$ cat config.mk
export PLATFORM = sky130hd
export DESIGN_NAME = pixel_block_fetch
export DESIGN_NICKNAME = d
export VERILOG_FILES = /design/src/rtl/pixel_block_fetch_pkg.sv /design/src/rtl/pixel_block_fetch_address_gen.sv /design/src/rtl/pixel_block_fetch.sv
export SDC_FILE = /design/constraint.sdc
export NUM_CORES = 1
export LEC_CHECK = 0
export CAP_MARGIN = 30
export CORE_MARGIN = 4
export CORE_UTILIZATION = 51
export CTS_CLUSTER_DIAMETER = 100
export DETAILED_ROUTE_END_ITERATION = 8
export PLACE_DENSITY = 0.92
export SYNTH_ARGS = -nofsm -noshare
export SYNTH_HDL_FRONTEND = slang
export SYNTH_SLANG_ARGS = --single-unit
$ cat constraint.sdc
create_clock -name Clock -period 6.55 [get_ports Clock]
set_clock_uncertainty 0.1 [all_clocks]
set_input_delay 0.655 -clock Clock [delete_from_list [all_inputs] [get_ports Clock]]
set_output_delay 0.655 -clock Clock [all_outputs]
set_load 0.02 [all_outputs]
$ cat src/rtl/pixel_block_fetch_pkg.sv
// Shared FSM state, segment encoding and frame-layout constants for the 8x8 block fetcher.
package pixel_block_fetch_pkg;

    typedef enum logic [2:0] {IDLE, LI_0, LI_1, ROW, LO_0, LO_1, DONE} state_e;
    typedef enum logic [1:0] {SEG_Y, SEG_U, SEG_V} seg_e;

    localparam logic [17:0] Y_BASE   = 18'd0;
    localparam logic [17:0] U_BASE   = 18'd38400;
    localparam logic [17:0] V_BASE   = 18'd57600;
    localparam logic [17:0] Y_PITCH  = 18'd160;
    localparam logic [17:0] UV_PITCH = 18'd80;

    localparam logic [11:0] Y_BLOCKS     = 12'd1200;
    localparam logic [11:0] UV_BLOCKS    = 12'd600;
    localparam logic [11:0] TOTAL_BLOCKS = Y_BLOCKS + UV_BLOCKS + UV_BLOCKS;

    localparam logic [4:0] BLOCK_ROWS    = 5'd30;
    localparam logic [5:0] Y_BLOCK_COLS  = 6'd40;
    localparam logic [5:0] UV_BLOCK_COLS = 6'd20;

    function automatic logic [17:0] seg_base(input seg_e seg);
        case (seg)
            SEG_U:   return U_BASE;
            SEG_V:   return V_BASE;
            default: return Y_BASE;
        endcase
    endfunction

    function automatic logic [17:0] seg_pitch(input seg_e seg);
        return (seg == SEG_Y) ? Y_PITCH : UV_PITCH;
    endfunction

    function automatic logic [5:0] seg_cols(input seg_e seg);
        return (seg == SEG_Y) ? Y_BLOCK_COLS : UV_BLOCK_COLS;
    endfunction

    function automatic seg_e next_seg(input seg_e seg);
        case (seg)
            SEG_Y:   return SEG_U;
            SEG_U:   return SEG_V;
            default: return SEG_Y;
        endcase
    endfunction

endpackage

$ cat src/rtl/pixel_block_fetch_address_gen.sv
// Combinational SRAM word address for word (j,i) of block (r,c) in a plane segment.
module block_address_gen
    import pixel_block_fetch_pkg::*;
(
    input  seg_e        seg,
    input  logic [4:0]  r,
    input  logic [5:0]  c,
    input  logic [2:0]  j,
    input  logic [1:0]  i,
    output logic [17:0] addr
);

    logic [17:0] pitch;
    logic [17:0] line;

    always_comb begin
        pitch = seg_pitch(seg);
        // Pixel line inside the plane: r*8 + j, scaled by the plane pitch.
        line  = {10'd0, r, 3'd0} + {15'd0, j};
        addr  = seg_base(seg) + line * pitch + {10'd0, c, 2'd0} + {16'd0, i};
    end

endmodule

$ cat src/rtl/pixel_block_fetch.sv
// Streams one 8x8 pixel block per Start from packed SRAM into byte-per-word DPRAM, Y then U then V.
module pixel_block_fetch
    import pixel_block_fetch_pkg::*;
(
    input  logic        Clock,
    input  logic        Reset,
    input  logic        Start,
    output logic        Busy,
    output logic        Done,
    output logic        Last_block,
    output logic [17:0] SRAM_address,
    input  logic [15:0] SRAM_read_data,
    output logic        SRAM_we_n,
    output logic [6:0]  DP_address_a,
    output logic [6:0]  DP_address_b,
    output logic [31:0] DP_write_data_a,
    output logic [31:0] DP_write_data_b,
    output logic        DP_wren_a,
    output logic        DP_wren_b
);

    state_e      state, state_next;
    logic [11:0] block_cnt;
    seg_e        seg;
    logic [4:0]  blk_r;
    logic [5:0]  blk_c;

    // Next word to issue; bit 5 set means all 32 words of the block are issued.
    logic [5:0]  issue_idx;
    logic        issue;
    logic [17:0] word_addr;

    logic        vld_p0, vld_p1, vld_p2;
    logic [4:0]  idx_p0, idx_p1, idx_p2;

    block_address_gen u_addr (
        .seg  (seg),
        .r    (blk_r),
        .c    (blk_c),
        .j    (issue_idx[4:2]),
        .i    (issue_idx[1:0]),
        .addr (word_addr)
    );

    assign issue      = (state == IDLE) ? Start : !issue_idx[5];
    assign Busy       = (state != IDLE);
    assign Done       = (state == DONE);
    assign Last_block = (state == DONE) && (block_cnt == TOTAL_BLOCKS - 12'd1);
    assign SRAM_we_n  = 1'b1;

    always_comb begin
        state_next = state;
        case (state)
            IDLE:    if (Start) state_next = LI_0;
            LI_0:    state_next = LI_1;
            LI_1:    state_next = ROW;
            ROW:     if (vld_p1 && idx_p1 == 5'd31) state_next = LO_0;
            LO_0:    state_next = LO_1;
            LO_1:    state_next = DONE;
            DONE:    state_next = IDLE;
            default: state_next = IDLE;
        endcase
    end

    always_ff @(posedge Clock or posedge Reset) begin
        if (Reset) begin
            state           <= IDLE;
            block_cnt       <= '0;
            seg             <= SEG_Y;
            blk_r           <= '0;
            blk_c           <= '0;
            issue_idx       <= '0;
            SRAM_address    <= '0;
            vld_p0          <= 1'b0;
            vld_p1          <= 1'b0;
            vld_p2          <= 1'b0;
            idx_p0          <= '0;
            idx_p1          <= '0;
            idx_p2          <= '0;
            DP_address_a    <= '0;
            DP_address_b    <= '0;
            DP_write_data_a <= '0;
            DP_write_data_b <= '0;
            DP_wren_a       <= 1'b0;
            DP_wren_b       <= 1'b0;
        end else begin
            state <= state_next;

            // p0: address issue to SRAM
            vld_p0 <= issue;
            if (issue) begin
                SRAM_address <= word_addr;
                idx_p0       <= issue_idx[4:0];
                issue_idx    <= issue_idx + 6'd1;
            end

            // p1/p2: wait out the two-cycle SRAM read latency
            vld_p1 <= vld_p0;
            idx_p1 <= idx_p0;
            vld_p2 <= vld_p1;
            idx_p2 <= idx_p1;

            // p2 -> DPRAM: split the pixel pair, even column on port a
            DP_wren_a <= vld_p2;
            DP_wren_b <= vld_p2;
            if (vld_p2) begin
                DP_address_a    <= {1'b0, idx_p2, 1'b0};
                DP_address_b    <= {1'b0, idx_p2, 1'b1};
                DP_write_data_a <= {24'd0, SRAM_read_data[15:8]};
                DP_write_data_b <= {24'd0, SRAM_read_data[7:0]};
            end

            if (state == DONE) begin
                issue_idx <= '0;
                block_cnt <= (block_cnt == TOTAL_BLOCKS - 12'd1) ? 12'd0 : block_cnt + 12'd1;
                if (blk_c == seg_cols(seg) - 6'd1) begin
                    blk_c <= '0;
                    if (blk_r == BLOCK_ROWS - 5'd1) begin
                        blk_r <= '0;
                        seg   <= next_seg(seg);
                    end else begin
                        blk_r <= blk_r + 5'd1;
                    end
                end else begin
                    blk_c <= blk_c + 6'd1;
                end
            end
        end
    end

endmodule

==> metrics, run 1 <==
initial cell density of the core=between 50% and 60%; Yosys reg bits=just over 90; Synth cell types=around 50; vias post-DR=3767; area grow syn2layout=13.9%; worst-path maximum fanout=19; Final ANT Viol Nets=0; total gr overflow=0; Setup Viol. Count Final=0; Layout Nets=668; Skew-Pair Late Insertion Delay=about 0.36 ns; Leak=3.01 nW; Synth top area share=a little over two fifths; Final Hold Violating Endpoints=0; Die Width=around 110 µm; power density cells=about 350 nW/µm²; setup TNS=0 ns; CP endpoint kind=flop; period utilization=approximately 76%; via/cell ratio=roughly 5; DRT Wirelength=10400 µm; antenna cells=0; sequential area share after synthesis=41.8%; num rows=37; routability cong.=0.808; worst setup path class=reg -> reg; Synth async-reset ratio=100%; global-route wire length before repair=about 18000 µm; CTS resizes=0; htree depth=3; hold buffer count at cts=0; CP arrival=approximately 5.2 ns; CP Data Required Time=between 6 and 7 ns; CTS root buffer=clkbuf_8; clock sink count=91; area leader, netlist=dfrtp_1; Rel. slew slack=~43%; CTS clk-pin slew, worst paths=about 0.09 ns; post-synthesis cell area=5440 µm²; Port Buffers=68; worst min-delay path class=reg -> reg; CTS tree=done; Die Area=12400 µm²; Syn Inst Count=between 500 and 600; DR WL/cell=about 14 µm; global-route usage over all layers=between 15 and 20%; max-cap violations=0; height of the die=between 100 and 150 µm; Final Slew Violations=0; drc violations=0; Core ar.=10400 µm²; Inserted Clock Buffers=9; initial drt markers=150; I/O Pins=between 100 and 150; Ys Warns=0; hold slack=0.258 ns; setup fix buffers added after clock tree synthesis=0; detailed placement HPWL=between 7000 and 8000 µm; vias in the first global route=between 3000 and 4000; drt pass-1 iters=5; Critical Path Start Type=flop; ranking of synthesized cells by area=dfrtp_1, ha_1, buf_4, fa_1, mux2_2; share of layout cells above drive strength 1=8.74%; clock buffer depth=2; syn avg cell area=around 10 µm²; top post-synthesis cells by count=dfrtp_1, nand2_1, buf_4; Worst Max-Slew Pin Slew=0.857 ns; initial antenna violation count=0; RSZ-0062 raised after global routing=false; fin crit period=between 4 and 5 ns; ys flop type=dfrtp_1; status=completed; Fmax=~0.2 GHz; count leader, synth=dfrtp_1; largest net degree at the start of global routing=49; EDFF count, synth=0; worst IR drop on VDD=around 0.22 mV
[metrics by stage]
stage / std cells / area, µm² / power [mW] / utilization (%) / worst slack [ns]
3_5_place_dp: 715 / 6000 / 1.78 / 57.9 / 1.60
2_1_floorplan: 588 / 5640 / 1.48 / - / 1.96
6_report: 731 / 6200 / 2.17 / 59.8 / 1.60
5_1_grt: 731 / 6200 / 2.31 / 59.8 / 1.28
4_1_cts: 731 / 6200 / 2.18 / 59.8 / 1.58
3_3_place_gp: 714 / 5970 / 1.72 / 57.6 / 1.93
[final timing paths]
path	to	slack [ns]	cells past startpoint	startpoint
max	SRAM_address[13]	1.60	15	seg[0]
min	vld_p1	0.26	0	vld_p0
min reg2reg	vld_p1	0.26	0	vld_p0
min in group asynchronous	DP_write_data_b[3]	0.67	3	Reset
max in group asynchronous	SRAM_address[0]	5.05	4	Reset
max reg2reg	SRAM_address[13]	1.60	15	seg[0]
[placed cells by master, fill, tap and decap left out, drive strengths merged, types with 12 or more instances in the layout]
master	n
dfrtp	91
clkdlybuf4s50	68
nand2	66
conb	55
ha	44
inv	32
nor2	25
mux2	24
o21ai	22
a21oi	17
fa	15
nand2b	14
nand3	12
[logic make-up (layout without fill, tap and decap cells)]
logic type / count (synthesis) / count (layout) / synth area share, %
fa+ha+maj: 59 / 59 / 15.6
simple gates: 162 / 162 / 14.6
other cells: 2 / 55 / 0.138
xor+xnor: 18 / 18 / 2.90
buf+inv: 112 / 119 / 12.1
compound gates: 66 / 66 / 7.63
flops: 91 / 91 / 41.8
mux: 25 / 25 / 5.15
[critical path: stages (launching register included)]
cell,delay [ns]
dfrtp_1,0.41
inv_1,0.09
ha_1,0.47
mux2_2,0.42
ha_1,0.29
inv_1,0.05
fa_1,0.44
fa_1,0.52
inv_1,0.05
ha_1,0.19
ha_1,0.32
and2_1,0.20
a221oi_1,0.45
a21boi_0,0.27
or4_1,0.52
nand3_1,0.10
[layout make-up]
class                           count  area [µm²]
Sequential cell                    91        2280
Multi-Input combinational cell    385        2710
Clock inverter                      6        72.6
Clock buffer                       10         128
Timing Repair Buffer               71         723
Tap cell                          136         170
Inverter                           32         121
Fill cell                         808        4170
[routing by layer]
metal | GRT usage, % | share of wire (%)
met5 | 0 | 0
met4 | 4.87 | 1.3
met1 | 19.6 | 41
met2 | 31.4 | 53
met3 | 3.66 | 4.9
[registers in the layout, indices dropped and copies added (netlist names), 2 cells and up]
name,flops
blk_c,6
DP_write_data_a,8
SRAM_address,18
seg,2
idx_p0,3
DP_write_data_b,8
idx_p1,5
idx_p2,5
blk_r,5
DP_address_b,6
issue_idx,6
block_cnt,12
state,3
[where the power goes]
group | switching, mW | internal (mW) | total, mW | leakage, nW
clock network | 0.207 | 0.181 | 0.388 | 0.0975
logic | 0.489 | 0.421 | 0.910 | 1.78
registers | 0.136 | 0.732 | 0.868 | 1.14
Power figures use the tool's default switching activity.
==> run 2: changes to the inputs <==
clock period = 4.8 ns   (was 6.55 ns; I/O delays follow)
==> metrics, run 2 (synthesis gave the netlist of run 1 again) <==
Critical Path Start Type=flop; CTS resizes=1 (+1); status=completed; Leak=3.02 nW (+0.34%); global-route usage over all layers=17.0% (+0.078 points); power density cells=479 nW/µm² (+37%); DR WL/cell=13.8 µm (-2.9%); Layout Nets=668 (unchanged); dpl cells=715 (unchanged); worst min-delay path class=reg -> reg; initial drt markers=194 (+29%); most frequent cells in the layout=dfrtp_1, clkdlybuf4s50_1, nand2_1, conb_1, ha_1; uppermost layer routed=met4; commonest non-fill, non-tap cell in the layout=dfrtp_1; antenna cells=0 (unchanged); detailed placement HPWL=7620 µm (-3.8%); DRT Wirelength=10100 µm (-2.9%); Crit path largest cell delay=0.52 ns (about the same); worst IR drop on VDD=0.340 mV (+55%); num rows=37 (unchanged); met3 WL=601 µm (+17%); worst-path maximum fanout=19 (unchanged); drt pass-1 iters=4 (-1); WL met2=5290 µm (-3.4%); CP max stage cell=fa_1; share of layout cells above drive strength 1=9.08% (+0.34 points); CP endpoint kind=flop; area grow syn2layout=14.4%; CTS tree=done; period utilization=95.3% (+20 points); hold slack=0.260 ns (+0.00218 ns); FILL cells=806 (-0.25%); setup TNS=0 ns (unchanged); height of the die=111 µm (unchanged); max-cap violations=0 (unchanged); CTS clk-pin slew, worst paths=0.09 ns (about the same); setup fix buffers added after clock tree synthesis=0 (unchanged); Biggest register=SRAM_address; clock buffer depth=2 (unchanged); RSZ-0062 raised after global routing=false; WL met1=4070 µm (-5.1%); Regs by FF count=SRAM_address (18), block_cnt (12); vias post-DR=3717 (-1.3%); I/O Pins=121 (unchanged); worst setup path class=reg -> reg; CTS root buffer=clkbuf_8; Final ANT Viol Nets=0 (unchanged); Setup Viol. Count Final=0 (unchanged); Final Non-Filler Cells=731 (unchanged); global-route wire length before repair=17800 µm (+0.82%); drc violations=0 (unchanged); initial antenna violation count=0 (unchanged); Fmax=0.219 GHz (+8.3%); Final Hold Violating Endpoints=0 (unchanged); fin crit period=4.57 ns (-0.381 ns); routability cong.=0.831 (+2.8%); Port Buffers=68 (unchanged); htree depth=3 (unchanged); Worst Max-Slew Pin Slew=0.900 ns (+0.0429 ns); initial cell density of the core=52.5% (unchanged); vias in the first global route=3813 (+0.052%); clock sink count=91 (unchanged); Rel. slew slack=39.9% (-2.9 points); Skew-Pair Late Insertion Delay=0.36 ns (about the same); Die Area=12400 µm² (unchanged); Inserted Clock Buffers=9 (unchanged); total gr overflow=0 (unchanged); CP cell instances=inv_1 > ha_4 > mux2_2 > ha_1 > inv_1 > fa_1 > fa_1 > inv_1 > ha_1 > fa_1 > a211oi_1 > o21bai_1 > a41o_1 > xnor2_1 > a21oi_1; Sequential cell area=2280 µm² (unchanged); total power=2.98 mW (+38%); via/cell ratio=5.08 (-1.3%); Largest register FFs=18 (unchanged); hold buffer count at cts=0 (unchanged); Final Slew Violations=0 (unchanged); Die Width=111 µm (unchanged); CP arrival=4.69 ns (-0.47 ns); largest net degree at the start of global routing=54 (+10%); CP Data Required Time=4.92 ns (-1.83 ns); area of the multi-input gates=2720 µm² (+0.46%); Core ar.=10400 µm² (unchanged)
run 2: changes by cell type in the layout (fill, tap and decap cells not counted), sizes merged:
cell / previous run / this run
bufinv: 1 / 2
clkinv: 4 / 3
run 2: layer usage:
metal,track usage (%),up-vias
met2,30.4,112
li1,-,1774
met4,4.30,0
met5,0,-
met3,4.26,13
met1,20.6,1818
run 2: worst paths after layout:
| path | slack [ns] | start | end | cells after the start |
|---|---|---|---|---|
| max in group asynchronous | 3.10 | Reset | SRAM_address[0] | 3 |
| worst max register to register | 0.23 | seg[0] | SRAM_address[14] | 15 |
| worst max-delay path | 0.23 | seg[0] | SRAM_address[14] | 15 |
| min in group asynchronous | 0.51 | Reset | DP_write_data_b[6] | 2 |
| worst min register to register | 0.26 | vld_p0 | vld_p1 | 0 |
| worst min-delay path | 0.26 | vld_p0 | vld_p1 | 0 |
run 2: per-stage QoR:
| stage | cell area, µm² | setup slack (ns) | utilization, % |
|---|---|---|---|
| 6_report | 6230 | 0.227 | 60.0 |
| 5_1_grt | 6230 | 0.0148 | 60.0 |
| 4_1_cts | 6220 | 0.153 | 59.9 |
| 3_5_place_dp | 5980 | -0.0148 | 57.7 |
| 3_3_place_gp | 5980 | 0.182 | 57.7 |
| 2_1_floorplan | 5640 | 0.205 | - |
run 2: cell type report:
cell class	count	area share, %
clock inverter	6	1.51
sequential	91	36.6
inverter	32	1.95
tap	136	2.73
multi-input combinational	385	43.7
clock buffer	10	2.21
timing repair buffer	71	11.3
run 2: critical path: cells and delay by family, from the launching register on:
kind / cells / cell delay, ns
adder cells (fa/ha/maj): 6 / 2.37
AO/OA/AOI/OAI: 4 / 0.82
XOR/XNOR: 1 / 0.15
buffers and inverters: 3 / 0.23
flip-flops: 1 / 0.41
multiplexers: 1 / 0.38
run 2: report_power, final:
| group | switching (mW) | internal, mW |
|---|---|---|
| Sequential | 0.181 | 0.999 |
| Combinational | 0.645 | 0.566 |
| Clock | 0.277 | 0.312 |
==> run 3: changes to the inputs <==
CORE_UTILIZATION = 52   (was 51)
SYNTH_HIERARCHICAL = 1   (was not set)
TNS_END_PERCENT = 100   (was not set)
==> metrics, run 3 <==
status=completed; Leak=3.23 nW (+6.8%); instance area at placement=6230 µm² (+4.2%); hold_sp=vld_p0; EDFF count, synth=0 (unchanged); CP max stage cell=fa_1; initial antenna violation count=0 (unchanged); Skew-Pair Late Insertion Delay=0.36 ns (about the same); CTS tree=done; CTS clk-pin slew, worst paths=0.09 ns (about the same); CP arrival=4.72 ns (+0.03 ns); power density cells=413 nW/µm² (-14%); area leader, netlist=dfrtp_1; Critical Path Start Type=flop; most frequent cells in the layout=dfrtp_1, clkdlybuf4s50_1, conb_1, mux2_2, ha_1; Synth cell types=64 (+31%); Synth async-reset ratio=100% (unchanged); count leader, synth=dfrtp_1; Final Cell Area=6470 µm² (+3.9%); htree depth=3 (unchanged); Core Util, Final=61.6% (+1.5 points); Die Width=113 µm (+1.2%); CP Data Required Time=4.95 ns (+0.03 ns); RSZ-0062 raised after global routing=false; Die Area=12700 µm² (+2.4%); sequential area share after synthesis=40.9% (-0.98 points); dpl ws=0.245 ns (+0.260 ns); Largest register FFs=18 (unchanged); cell family with most CP delay=adder cells; FILL cells=786 (-2.5%); Final ANT Viol Nets=0 (unchanged); period utilization=95.3% (about the same); via/cell ratio=5.13 (+0.97%); num rows=37 (unchanged); CP endpoint kind=flop; Layout Nets=653 (-2.2%); dpl cells=698 (-2.4%); clock buffer depth=2 (unchanged); WL met1=4280 µm (+5.0%); worst IR drop on VDD=0.326 mV (-4.0%); CP cell instances=inv_1 > ha_1 > mux2_2 > ha_1 > inv_1 > fa_1 > inv_1 > fa_1 > ha_1 > inv_1 > fa_1 > nor2b_4 > o211ai_1 > a21oi_1 > mux2i_1 > o2111ai_1 > mux2_2; CTS root buffer=clkbuf_8; Ys Warns=6 (+6); met3 WL=679 µm (+13%); top post-synthesis cells by count=dfrtp_1, buf_4, mux2_2; initial drt markers=155 (-20%); uppermost layer routed=met4; global-route wire length before repair=18200 µm (+2.1%); Rel. slew slack=42.7% (+2.8 points); initial cell density of the core=54.2% (+1.7 points); worst min-delay path class=reg -> reg; Synth Area in Compound Gates=7.14% (-0.49 points); Inserted Clock Buffers=9 (unchanged); Final Slew Violations=0 (unchanged); fin crit period=4.57 ns (-0.000253 ns); antenna cells=0 (unchanged); height of the die=113 µm (+1.2%); Critical Path Most Common Cell=inv_1; routability cong.=0.894 (+7.6%); Yosys reg bits=93 (+2.2%); Port Buffers=68 (unchanged); detailed placement HPWL=8210 µm (+7.8%); XOR/XNOR Fraction of Synth Area=3.84% (+0.95 points); worst-path maximum fanout=5 (-14); critical path launch point=seg[1]; commonest non-fill, non-tap cell in the layout=dfrtp_1; final worst slack=0.227 ns (+0.000253 ns); global-route usage over all layers=17.3% (+0.30 points); WL met2=5460 µm (+3.3%); post-synthesis cell area=5700 µm² (+4.6%); vias post-DR=3671 (-1.2%); Final Hold Violating Endpoints=0 (unchanged); hold buffer count at cts=0 (unchanged); Regs by FF count=SRAM_address (18), block_cnt (12); clock sink count=93 (+2.2%); area grow syn2layout=13.6%; DR WL/cell=14.8 µm (+7.1%); largest family of logic cells by synthesized area=adder cells; Syn Inst Count=516 (-3.6%); setup TNS=0 ns (unchanged); syn avg cell area=11.0 µm² (+8.5%); total gr overflow=0 (unchanged); DRT Wirelength=10600 µm (+4.8%); Biggest register=SRAM_address; adder-cell share of the synthesized area=14.9% (-0.69 points); ranking of synthesized cells by area=dfrtp_1, ha_1, mux2_2, buf_4, fa_1; hold slack=0.253 ns (-0.00698 ns); Simple-Gate Fraction of Synth Area=10.4% (-4.3 points); Core ar.=10500 µm² (+1.3%); Worst R2R Start=seg[1]; Synth top area share=40.9% (-0.98 points); Worst Max-Slew Pin Slew=0.859 ns (-0.0408 ns); Crit path largest cell delay=0.49 ns (-0.03 ns); ys flop type=dfrtp_1; mux share of post-synthesis cell area=10.3% (+5.1 points); drc violations=0 (unchanged); total power=2.67 mW (-10%); drt pass-1 iters=4 (unchanged); Final Non-Filler Cells=715 (-2.2%); Setup Viol. Count Final=0 (unchanged); Crit path buffers/inverters=4 (+1); I/O Pins=121 (unchanged); worst setup path class=reg -> reg; max-cap violations=0 (unchanged); largest net degree at the start of global routing=43 (-20%); share of layout cells above drive strength 1=14.9% (+5.8 points); Fmax=0.219 GHz (about the same); vias in the first global route=3823 (+0.26%)
## run 3: changes by cell type after synthesis, sizes merged, moves of 4 or more
cell,before,now
nand2,66,27
mux2,24,48
o21ai,22,8
inv,31,43
clkbuf,13,4
nand2b,14,5
xnor2,9,17
a21oi,17,11
buf,67,72
nor3,7,2
o211ai,0,4
## run 3: per-layer routing
layer | vias up | global-route usage, %
li1 | 1735 | -
met1 | 1800 | 21.4
met2 | 118 | 29.7
met3 | 18 | 4.80
met4 | 0 | 4.97
met5 | - | 0
## run 3: repair_timing
action / CTS / global route
buffers inserted: 0 / 2
resized for setup: 0 / 1
endpoints found under the setup margin: 0 / 1
## run 3: cells by family after synthesis
group / count (synthesis)
buffers and inverters: 119
other: 4
DFF: 93
and+or+nand+nor: 111
adders and majority gates: 59
muxes: 52
AOI/OAI and AO/OA: 53
xor gates and xnor gates: 25
## run 3: final timing paths
kind | slack (ns) | depth (start not counted) | to
max in group asynchronous | 3.30 | 4 | blk_c[5]
min in group asynchronous | 0.30 | 2 | DP_write_data_b[1]
worst min-delay path | 0.25 | 0 | vld_p1
worst max register to register | 0.23 | 17 | SRAM_address[14]
worst min register to register | 0.25 | 0 | vld_p1
worst max-delay path | 0.23 | 17 | SRAM_address[14]
## run 3: area by class of cell
type	count	area, µm²	share of cell area, %
multi-input combinational	355	2860	44.2
sequential	93	2330	36.0
timing repair buffer	73	731	11.3
tap	136	170	2.63
inverter	43	163	2.51
clock buffer	9	124	1.91
clock inverter	6	93.8	1.45
## run 3: power breakdown
part           internal (mW)  leakage (nW)  switching [mW]
logic                  0.490          1.93           0.485
clock network          0.295         0.106           0.278
registers              0.989          1.19           0.131
